`config.mk`:
```
export PLATFORM = sky130hd
export DESIGN_NAME = pulse_window_ctrl
export DESIGN_NICKNAME = d
export VERILOG_FILES = /design/src/rtl/pulse_win_pkg.sv /design/src/rtl/sat_accum.sv /design/src/rtl/pulse_window_ctrl.sv
export SDC_FILE = /design/constraint.sdc
export NUM_CORES = 1
export LEC_CHECK = 0
export ABC_AREA = 1
export CORE_MARGIN = 2
export CORE_UTILIZATION = 54
export CTS_CLUSTER_SIZE = 14
export DETAILED_ROUTE_END_ITERATION = 7
export GPL_TIMING_DRIVEN = 0
export PLACE_DENSITY_LB_ADDON = 0.12
export SLEW_MARGIN = 20
export SYNTH_ARGS = -nofsm -noshare
export SYNTH_HDL_FRONTEND = slang
export SYNTH_SLANG_ARGS = --single-unit
```
`constraint.sdc`:
```
create_clock -name clk -period 6.4 [get_ports clk]
set_input_delay 1.92 -clock clk [delete_from_list [all_inputs] [get_ports clk]]
set_output_delay 1.92 -clock clk [all_outputs]
set_load 0.005 [all_outputs]
```
`src/rtl/pulse_win_pkg.sv`:
```
// Shared types and defaults for the pulse window sequencer.
// Holds the FSM state encoding and default widths/latencies.
package pulse_win_pkg;

  typedef enum logic [2:0] {
    IDLE,
    ARM,
    RUN,
    DRAIN,
    REPORT
  } state_t;

  localparam int ARM_CYC      = 3;
  localparam int PIPE_LAT_DEF = 8;
  localparam int CNT_W_DEF    = 24;
  localparam int LEN_W_DEF    = 32;
  localparam int DATA_W_DEF   = 20;

endpackage

```
`src/rtl/sat_accum.sv`:
```
// Saturating accumulator with sticky saturation flag and sync clear.
// Sticks at all-ones once an add would carry out of W bits.
module sat_accum
  import pulse_win_pkg::*;
#(
  parameter int W    = CNT_W_DEF,
  parameter int IN_W = 5
) (
  input  logic            clk,
  input  logic            rst_n,
  input  logic            clr,
  input  logic            en,
  input  logic [IN_W-1:0] add,
  output logic [W-1:0]    sum,
  output logic            sat
);

  localparam int EW = ((W > IN_W) ? W : IN_W) + 1;

  logic [EW-1:0] ext;
  logic          ovf;

  always_comb begin
    ext = EW'(sum) + EW'(add);
    ovf = |ext[EW-1:W];
  end

  always_ff @(posedge clk) begin
    if (!rst_n) begin
      sum <= '0;
      sat <= 1'b0;
    end else if (clr) begin
      sum <= '0;
      sat <= 1'b0;
    end else if (en) begin
      if (ovf) begin
        sum <= '1;
        sat <= 1'b1;
      end else begin
        sum <= ext[W-1:0];
      end
    end
  end

endmodule

```
`src/rtl/pulse_window_ctrl.sv`:
```
// Window sequencer for the zero-point pulse analyzer.
// Define PULSE_WIN_PEAK_EN to track the per-window peak pulse_count.
module pulse_window_ctrl
  import pulse_win_pkg::*;
#(
  parameter int DATA_WIDTH = DATA_W_DEF,
  parameter int CNT_W      = CNT_W_DEF,
  parameter int LEN_W      = LEN_W_DEF,
  parameter int PIPE_LAT   = PIPE_LAT_DEF
) (
  input  logic                  clk,
  input  logic                  rst_n,
  input  logic                  start,
  input  logic                  stop,
  input  logic                  cont_mode,
  input  logic [LEN_W-1:0]      win_len,
  input  logic                  cfg_wr,
  input  logic [DATA_WIDTH-1:0] diff_th_in,
  input  logic [DATA_WIDTH-1:0] abs_th_in,
  input  logic                  samp_valid,
  output logic                  ana_valid_in,
  output logic                  ana_rst_n,
  output logic [DATA_WIDTH-1:0] ana_diff_th,
  output logic [DATA_WIDTH-1:0] ana_abs_th,
  input  logic [4:0]            ana_pulse_count,
  input  logic                  ana_valid_out,
  output logic                  res_valid,
  input  logic                  res_ready,
  output logic [CNT_W-1:0]      res_count,
  output logic [LEN_W-1:0]      res_samples,
  output logic                  res_sat,
  output logic [4:0]            res_peak,
  output logic                  busy
);

  localparam int DRN_W = $clog2(PIPE_LAT + 1);
  localparam int ARM_W = $clog2(ARM_CYC + 1);
  localparam int LW1   = LEN_W + 1;

  state_t                  state, state_d;
  logic [ARM_W-1:0]        arm_cnt, arm_cnt_d;
  logic [DRN_W-1:0]        drn_cnt;
  logic [LEN_W-1:0]        samp_cnt;
  logic                    stop_lat;
  logic [DATA_WIDTH-1:0]   diff_sh, abs_sh;
  logic                    arm_entry, last_beat, acc_en;
  logic [LW1-1:0]          cnt_nxt, wl_eff;

  always_comb begin
    wl_eff    = (win_len == '0) ? LW1'(1) : {1'b0, win_len};
    cnt_nxt   = {1'b0, samp_cnt} + LW1'(1);
    last_beat = samp_valid && (cnt_nxt >= wl_eff);
  end

  always_comb begin
    state_d = state;
    unique case (state)
      IDLE:    if (start) state_d = ARM;
      ARM:     if (arm_cnt == ARM_W'(ARM_CYC - 1)) state_d = RUN;
      RUN:     if (stop || last_beat) state_d = DRAIN;
      DRAIN:   if (drn_cnt == DRN_W'(PIPE_LAT - 1)) state_d = REPORT;
      REPORT:
        if (res_ready)
          state_d = (cont_mode && !stop_lat && !stop) ? ARM : IDLE;
      default: state_d = IDLE;
    endcase
    arm_entry = (state_d == ARM) && (state != ARM);
    arm_cnt_d = (state == ARM) ? arm_cnt + ARM_W'(1) : '0;
  end

  // analyzer clear is low for all but the last ARM cycle
  always_ff @(posedge clk) begin
    if (!rst_n) begin
      state       <= IDLE;
      arm_cnt     <= '0;
      drn_cnt     <= '0;
      samp_cnt    <= '0;
      stop_lat    <= 1'b0;
      diff_sh     <= '0;
      abs_sh      <= '0;
      ana_diff_th <= '0;
      ana_abs_th  <= '0;
      ana_rst_n   <= 1'b0;
    end else begin
      state     <= state_d;
      arm_cnt   <= arm_cnt_d;
      ana_rst_n <= !((state_d == ARM) &&
                     (arm_cnt_d < ARM_W'(ARM_CYC - 1)));
      drn_cnt   <= (state == DRAIN) ? drn_cnt + DRN_W'(1) : '0;
      if (cfg_wr) begin
        diff_sh <= diff_th_in;
        abs_sh  <= abs_th_in;
      end
      if (arm_entry) begin
        ana_diff_th <= diff_sh;
        ana_abs_th  <= abs_sh;
        samp_cnt    <= '0;
        stop_lat    <= 1'b0;
      end else begin
        if ((state == RUN) && samp_valid)
          samp_cnt <= cnt_nxt[LEN_W-1:0];
        if ((state != IDLE) && stop)
          stop_lat <= 1'b1;
      end
    end
  end

  assign acc_en = ((state == RUN) || (state == DRAIN)) && ana_valid_out;

  sat_accum #(
    .W    (CNT_W),
    .IN_W (5)
  ) u_acc (
    .clk   (clk),
    .rst_n (rst_n),
    .clr   (arm_entry),
    .en    (acc_en),
    .add   (ana_pulse_count),
    .sum   (res_count),
    .sat   (res_sat)
  );

`ifdef PULSE_WIN_PEAK_EN
  logic [4:0] peak_q;

  always_ff @(posedge clk) begin
    if (!rst_n)
      peak_q <= '0;
    else if (arm_entry)
      peak_q <= '0;
    else if (acc_en && (ana_pulse_count > peak_q))
      peak_q <= ana_pulse_count;
  end

  assign res_peak = peak_q;
`else
  assign res_peak = '0;
`endif

  assign ana_valid_in = (state == RUN) && samp_valid;
  assign res_valid    = (state == REPORT);
  assign res_samples  = samp_cnt;
  assign busy         = (state != IDLE);

endmodule

```
==> impl_results.md, run 1 <==
- Fillers: 1,099
- Row count: 43
- Detail Placement HPWL: 16,000 um
- Worst slew pin tran: 0.582 ns
- Clock root buffer: clkbuf_16
- Fin. Hold Viols: 0
- Drt first-iter violations: 497
- # diodes: 0
- Avg Vias per Cell: 5.24
- Cells after synthesis: 1,095
- Vias: 7,842
- EDFF count, synth: 0
- Final setup margin: 0.838 ns
- Data required time of the worst path: 4.48 ns
- CP max FO: 10
- Crit path largest cell delay: 0.55 ns
- Top_reg_cell synth: dfxtp_1
- Wirelength per Cell: 14.4 um
- Mux contribution to synthesized area: 0%
- Commonest non-fill, non-tap cell in the layout: nor2_1
- Clk sinks: 148
- Setup violators final: 0
- Unrepaired setup endpoints after global routing: false
- WL final: 21,500 um
- Reg clk slew, reported paths: 0.06 ns
- Area Growth Syn to Fin: 34.6%
- Max IR drop VDD: 0.000192 V
- I/O pin count: 192
- Crit path DAT: 3.64 ns
- Outcome: completed
- Mapped Area: 7740 um2
- Antenna violations before repair: 0
- Pre-CTS worst setup slack: 0.873 ns
- Clk buf depth: 2
- Synthesized-area fraction occupied by adder cells: 6.73%
- Slowest CP cell: clkdlybuf4s50_1
- H-tree Lvls: 4
- Core Region: 13,900 um2
- Register area share after synthesis: 38.3%
- Nets: 1,431
- Minimum hold slack: 0.429 ns
- DRC viols: 0
- Number of global-route vias before repair: 7,410
- Final min period: 5.56 ns
- Grt ovf: 0
- Die W: 124 um
- Hold Path Class: flop to flop
- Maxcap violations: 0
- Yosys reg bits: 148
- GRT Util Overall: 28.8%
- CTS tree: done
- Worst Skew: 0.00860 ns
- Final Non-Filler Cells: 1,497
- Dpl cells: 1,465
- ANT nets after route: 0
- Die Y: 124 um
- Most used cell, CP: clkdlybuf4s50_1
- YS warnings: 0
- Slew Viols, Final: 0
- Normalized max-slew margin: 60.8%
- Syn avg cell area: 7.07 um2
- Clock buffer count from CTS: 17
- First-pass GRT wire length: 34,600 um
- Netlist cell types: 47
- Setup crit start kind: input pin
- I/O Buffers: 186
- PwrDens: 212 nW/um2
- Share of layout cells above drive strength 1: 6.61%
- Buf/Inv on CP: 4
- Sum of negative setup slack: 0 ns
- Starting Density: 55.5%
- Synth Area in Compound Gates: 12.5%
- Pin count of the biggest net entering global routing: 17
- Fin crit share: 86.9%
- Peak Freq: 180 MHz
- Pre-antenna DRT Iters: 5
- Worst-path cell chain: clkdlybuf4s50_1 > nand2_1 > inv_1 > buf_2 > clkdlybuf4s50_1
- Post-Synth Simple-Gate Area: 30.5%
- Clk_lat worst skew: 0.42 ns
- Leakage power total: 4.42 nW
- Post-CTS Setup Inserts: 0
- Worst setup EP type: output pin
- Critical path type: input pin to output pin
- Most frequent cells in the layout: 242 x nor2_1, 186 x clkdlybuf4s50_1, 179 x nand2_1
- Fin util: 74.8%
- Asr flop ratio synth: 0%
- Hold_buf cts: 0
- Family with the most delay on the worst path: buffers and inverters
- Die ar.: 15,300 um2
- Routability cong.: 0.933
- Largest family of logic cells by synthesized area: simple AND/OR/NAND/NOR gates
- Post-Synth XOR/XNOR Area: 3.73%
- PostCTS Resize Cnt: 0
[through the flow]
step | total power (W) | cell area, um2
finish | 0.00220 | 10400
CTS | 0.00221 | 10400
global route | 0.00228 | 10400
detailed placement | 0.00123 | 9840
global placement | 0.00123 | 9840
floorplan | 0.00110 | 7750
[power by group]
| group | internal, W | switching (W) | total [W] |
|---|---|---|---|
| registers | 0.000962 | 0.0000196 | 0.000982 |
| logic | 0.000123 | 0.000113 | 0.000236 |
| clock network | 0.000556 | 0.000431 | 0.000987 |
[area by class of cell]
| cell class | count | area [um2] | share of cell area, % |
|---|---|---|---|
| Multi-Input combinational cell | 791 | 4160 | 39.9 |
| Inverter | 118 | 443 | 4.25 |
| Sequential cell | 148 | 2960 | 28.4 |
| Buffer | 42 | 191 | 1.84 |
| Tap cell | 180 | 225 | 2.16 |
| Clock buffer | 18 | 439 | 4.22 |
| Clock inverter | 14 | 136 | 1.31 |
| Timing Repair Buffer | 186 | 1860 | 17.9 |
[worst paths after layout]
check	startpoint	to	cells past startpoint	slack, ns
setup / recovery	samp_valid	ana_valid_in	5	0.84
hold / removal	arm_cnt[0]	arm_cnt[0]	1	0.43
setup reg to reg	res_samples[0]	ana_rst_n	23	3.08
hold reg to reg	arm_cnt[0]	arm_cnt[0]	1	0.43
[sequential cells by signal (all words and copies together) (netlist names)]
signal and flops:
drn_cnt 4, u_acc.sum 24, state 3, arm_cnt 2, diff_sh 20, u_acc.sat 1, ana_rst_n 1, ana_abs_th 20
stop_lat 1, ana_diff_th 20, abs_sh 20, res_samples 32
[metal layers]
layer / vias up / global-route usage [%] / part of all wire (%)
met4: 0 / 8.88 / 1.8
li1: 3954 / - / -
met2: 293 / 48.0 / 46
met3: 32 / 9.43 / 8.8
met1: 3563 / 35.3 / 43
met5: - / 0 / 0
[Yosys cell counts (all sizes together), types with 2 or more instances]
| cell type | instances | share of area [%] |
|---|---|---|
| nor2 | 251 | 13 |
| nand2 | 184 | 9.1 |
| dfxtp | 148 | 38 |
| inv | 117 | 5.7 |
| o21ai | 101 | 6.5 |
| a21oi | 50 | 3.4 |
| ha | 40 | 6.5 |
| clkbuf | 28 | 1.4 |
| nand3 | 28 | 2.2 |
| xor2 | 24 | 2.7 |
| nor3 | 23 | 2.0 |
| nand4 | 19 | 1.6 |
| nor4 | 17 | 1.8 |
| buf | 14 | 1.1 |
| a211oi | 10 | 1.0 |
| xnor2 | 9 | 1.0 |
| a31oi | 8 | 0.65 |
| or2 | 6 | 0.49 |
| nand3b | 3 | 0.45 |
| a21o | 2 | 0.19 |
| nor3b | 2 | 0.19 |
| o21a | 2 | 0.19 |
| o21bai | 2 | 0.19 |
[kinds of logic after synthesis]
logic type	count (synthesis)
adders and majority gates	41
AOI/OAI and AO/OA	178
and+or+nand+nor	534
xor gates and xnor gates	33
buffers and inverters	160
other	1
DFF	148
Note: power is estimated with default switching activity, not from simulation.
==> inputs of run 2 (changes only) <==
- CORE_UTILIZATION: 54 -> 55
- DONT_BUFFER_PORTS: unset -> 1
==> run 2 against run 1 <==
Against the previous run:
- non-clock buffer count fell by 186
- final cell count fell by 12%
- utilization fell by 13 points
- sequential share of layout area rose by 6.1 points
- global-route usage fell by 2.1 points
- clock skew fell by 0.0020 ns
- first-iteration DRC count fell by 4.4%
- hold slack barely moved
- via count fell by 10%
- register-to-register slack got worse by 0.07 ns
- largest power group unchanged
==> impl_results.md, run 2 (same netlist as run 1, synthesis figures left out) <==
- Fin. Hold Viols: 0 (unchanged)
- Max IR drop VDD: 0.000186 V (-3.3%)
- Clk sinks: 148 (unchanged)
- PwrDens: 251 nW/um2 (+19%)
- First-pass GRT wire length: 31,600 um (-8.9%)
- I/O pin count: 192 (unchanged)
- Data required time of the worst path: 4.48 ns (about the same)
- Worst slew pin tran: 0.765 ns (+0.183 ns)
- Setup violators final: 0 (unchanged)
- Clk_lat worst skew: 0.42 ns (about the same)
- Maxcap violations: 0 (unchanged)
- Worst Skew: 0.00662 ns (-0.00198 ns)
- Reg clk slew, reported paths: 0.06 ns (about the same)
- Multi-input logic area: 4160 um2 (unchanged)
- Avg Vias per Cell: 5.37 (+2.6%)
- DRC viols: 0 (unchanged)
- Drt first-iter violations: 475 (-4.4%)
- Clock root buffer: clkbuf_16
- Final min period: 4.55 ns (-1.01 ns)
- Hold Path Class: flop to flop
- Die W: 123 um (-0.88%)
- Number of global-route vias before repair: 6,377 (-14%)
- Vias: 7,040 (-10%)
- WHS Path Cells: 1 (unchanged)
- Nets: 1,245 (-13%)
- Most frequent cells in the layout: 242 x nor2_1, 179 x nand2_1, 148 x dfxtp_1
- Sw Share: 24.6% (-0.99 points)
- Final setup margin: 1.85 ns (+1.01 ns)
- Commonest non-fill, non-tap cell in the layout: nor2_1
- Comb pwr share: 6.0% (-4.7 points)
- Normalized max-slew margin: 48.5% (-12 points)
- Int Pwr: 0.00162 W (-1.1%)
- Max FFs per register: 32 (unchanged)
- Sequential power share: 46.0% (+1.5 points)
- Switching power: 0.000529 W (-6.2%)
- Detail Placement HPWL: 15,000 um (-5.9%)
- Hold path endpoint: arm_cnt[0]
- Fin util: 62.0% (-13 points)
- Antenna violations before repair: 0 (unchanged)
- Pre-antenna DRT Iters: 5 (unchanged)
- Overall power: 0.00215 W (-2.4%)
- R2r setup slk: 3.01 ns (-0.07 ns)
- Leakage power total: 3.75 nW (-15%)
- Hold_buf cts: 0 (unchanged)
- Critical R2R Capture: ana_rst_n
- Die ar.: 15,000 um2 (-1.8%)
- Clock power share: 48.0% (+3.2 points)
- Worst setup EP type: output pin
- Pre-CTS worst setup slack: 1.85 ns (+0.973 ns)
- Reg2Reg Depth: 23 (unchanged)
- Wirelength per Cell: 15.0 um (+4.7%)
- Critical Path Start: samp_valid
- Worst r2r src: res_samples[0]
- Critical path type: input pin to output pin
- Slew Viols, Final: 0 (unchanged)
- Fillers: 1,345 (+22%)
- PostCTS Resize Cnt: 0 (unchanged)
- Share of layout cells above drive strength 1: 7.52% (+0.92 points)
- Setup crit start kind: input pin
- Peak Freq: 220 MHz (+22%)
- CTS tree: done
- Fin crit share: 71.2% (-16 points)
- Unrepaired setup endpoints after global routing: false
- Clk buf depth: 2 (unchanged)
- Pin count of the biggest net entering global routing: 17 (unchanged)
- # diodes: 0 (unchanged)
- Reg area: 2960 um2 (unchanged)
- I/O Buffers: 0 (-100%)
- WL final: 19,700 um (-8.3%)
- Post-CTS Setup Inserts: 0 (unchanged)
- Routability cong.: 0.909 (-2.6%)
- H-tree Lvls: 4 (unchanged)
- Starting Density: 56.0% (+0.43 points)
- Outcome: completed
- Grt ovf: 0 (unchanged)
- GRT Util Overall: 26.7% (-2.1 points)
- Clock buffer count from CTS: 17 (unchanged)
- Sum of negative setup slack: 0 ns (unchanged)
- Area Growth Syn to Fin: 10.8%
- CP max FO: 10 (unchanged)
- Row count: 43 (unchanged)
- Crit path DAT: 2.63 ns (-1.01 ns)
- Worst hold start: arm_cnt[0]
- Die Y: 123 um (-0.88%)
- Core Region: 13,800 um2 (-0.77%)
- ANT nets after route: 0 (unchanged)
==> run 2: cell count changes in the layout (fill, tap and decap cells not counted) <==
cell,before,now
inv_8,1,0
clkdlybuf4s50_1,186,0
clkbuf_1,28,29
bufinv_16,1,3
inv_6,7,6
clkbuf_8,1,0
clkinvlp_4,2,1
==> run 2: final cells by class <==
type,count,share of cell area [%]
plain buffers,42,2.23
clock buffers,18,5.00
clock inverters,13,1.97
inverters,118,5.16
multi-input cells,791,48.5
flip-flops and latches,148,34.5
well taps,180,2.63
==> run 2: worst max-delay path by stage <==
stage,to,slack (ns),cells after the start
6_report,ana_valid_in,1.85,3
5_1_grt,ana_valid_in,1.76,3
4_1_cts,ana_valid_in,1.85,3
3_5_place_dp,ana_valid_in,1.85,3
3_3_place_gp,ana_valid_in,1.84,3
2_1_floorplan,ana_valid_in,2.12,3
==> run 2: critical path: stages <==
cell and delay [ns]:
nand2_1 0.15, inv_1 0.26, buf_2 0.30
==> run 2: metal layers <==
metal	part of all wire [%]	GRT usage [%]	up-vias
met5	0	0	-
met4	1.8	8.55	0
met1	45	34.1	3194
li1	-	-	3590
met2	45	42.7	226
met3	8.3	8.69	30
==> run 2: stage by stage <==
step	cells	instance area, um2	hold slack (ns)
6_report	1310	8580	0.429
3_5_place_dp	1279	7980	0.419
3_3_place_gp	1279	7980	0.410
2_1_floorplan	1099	7750	0.400
5_1_grt	1310	8580	0.461
4_1_cts	1310	8580	0.428
==> run 2: power by group through the flow <==
stage / clock (W) / combinational (W) / sequential (W)
floorplan: 0 / 0.0000997 / 0.00100
global placement: 0 / 0.000127 / 0.00101
detailed placement: 0 / 0.000130 / 0.00101
CTS: 0.00104 / 0.000130 / 0.000989
global route: 0.00110 / 0.000151 / 0.000994
finish: 0.00103 / 0.000129 / 0.000989
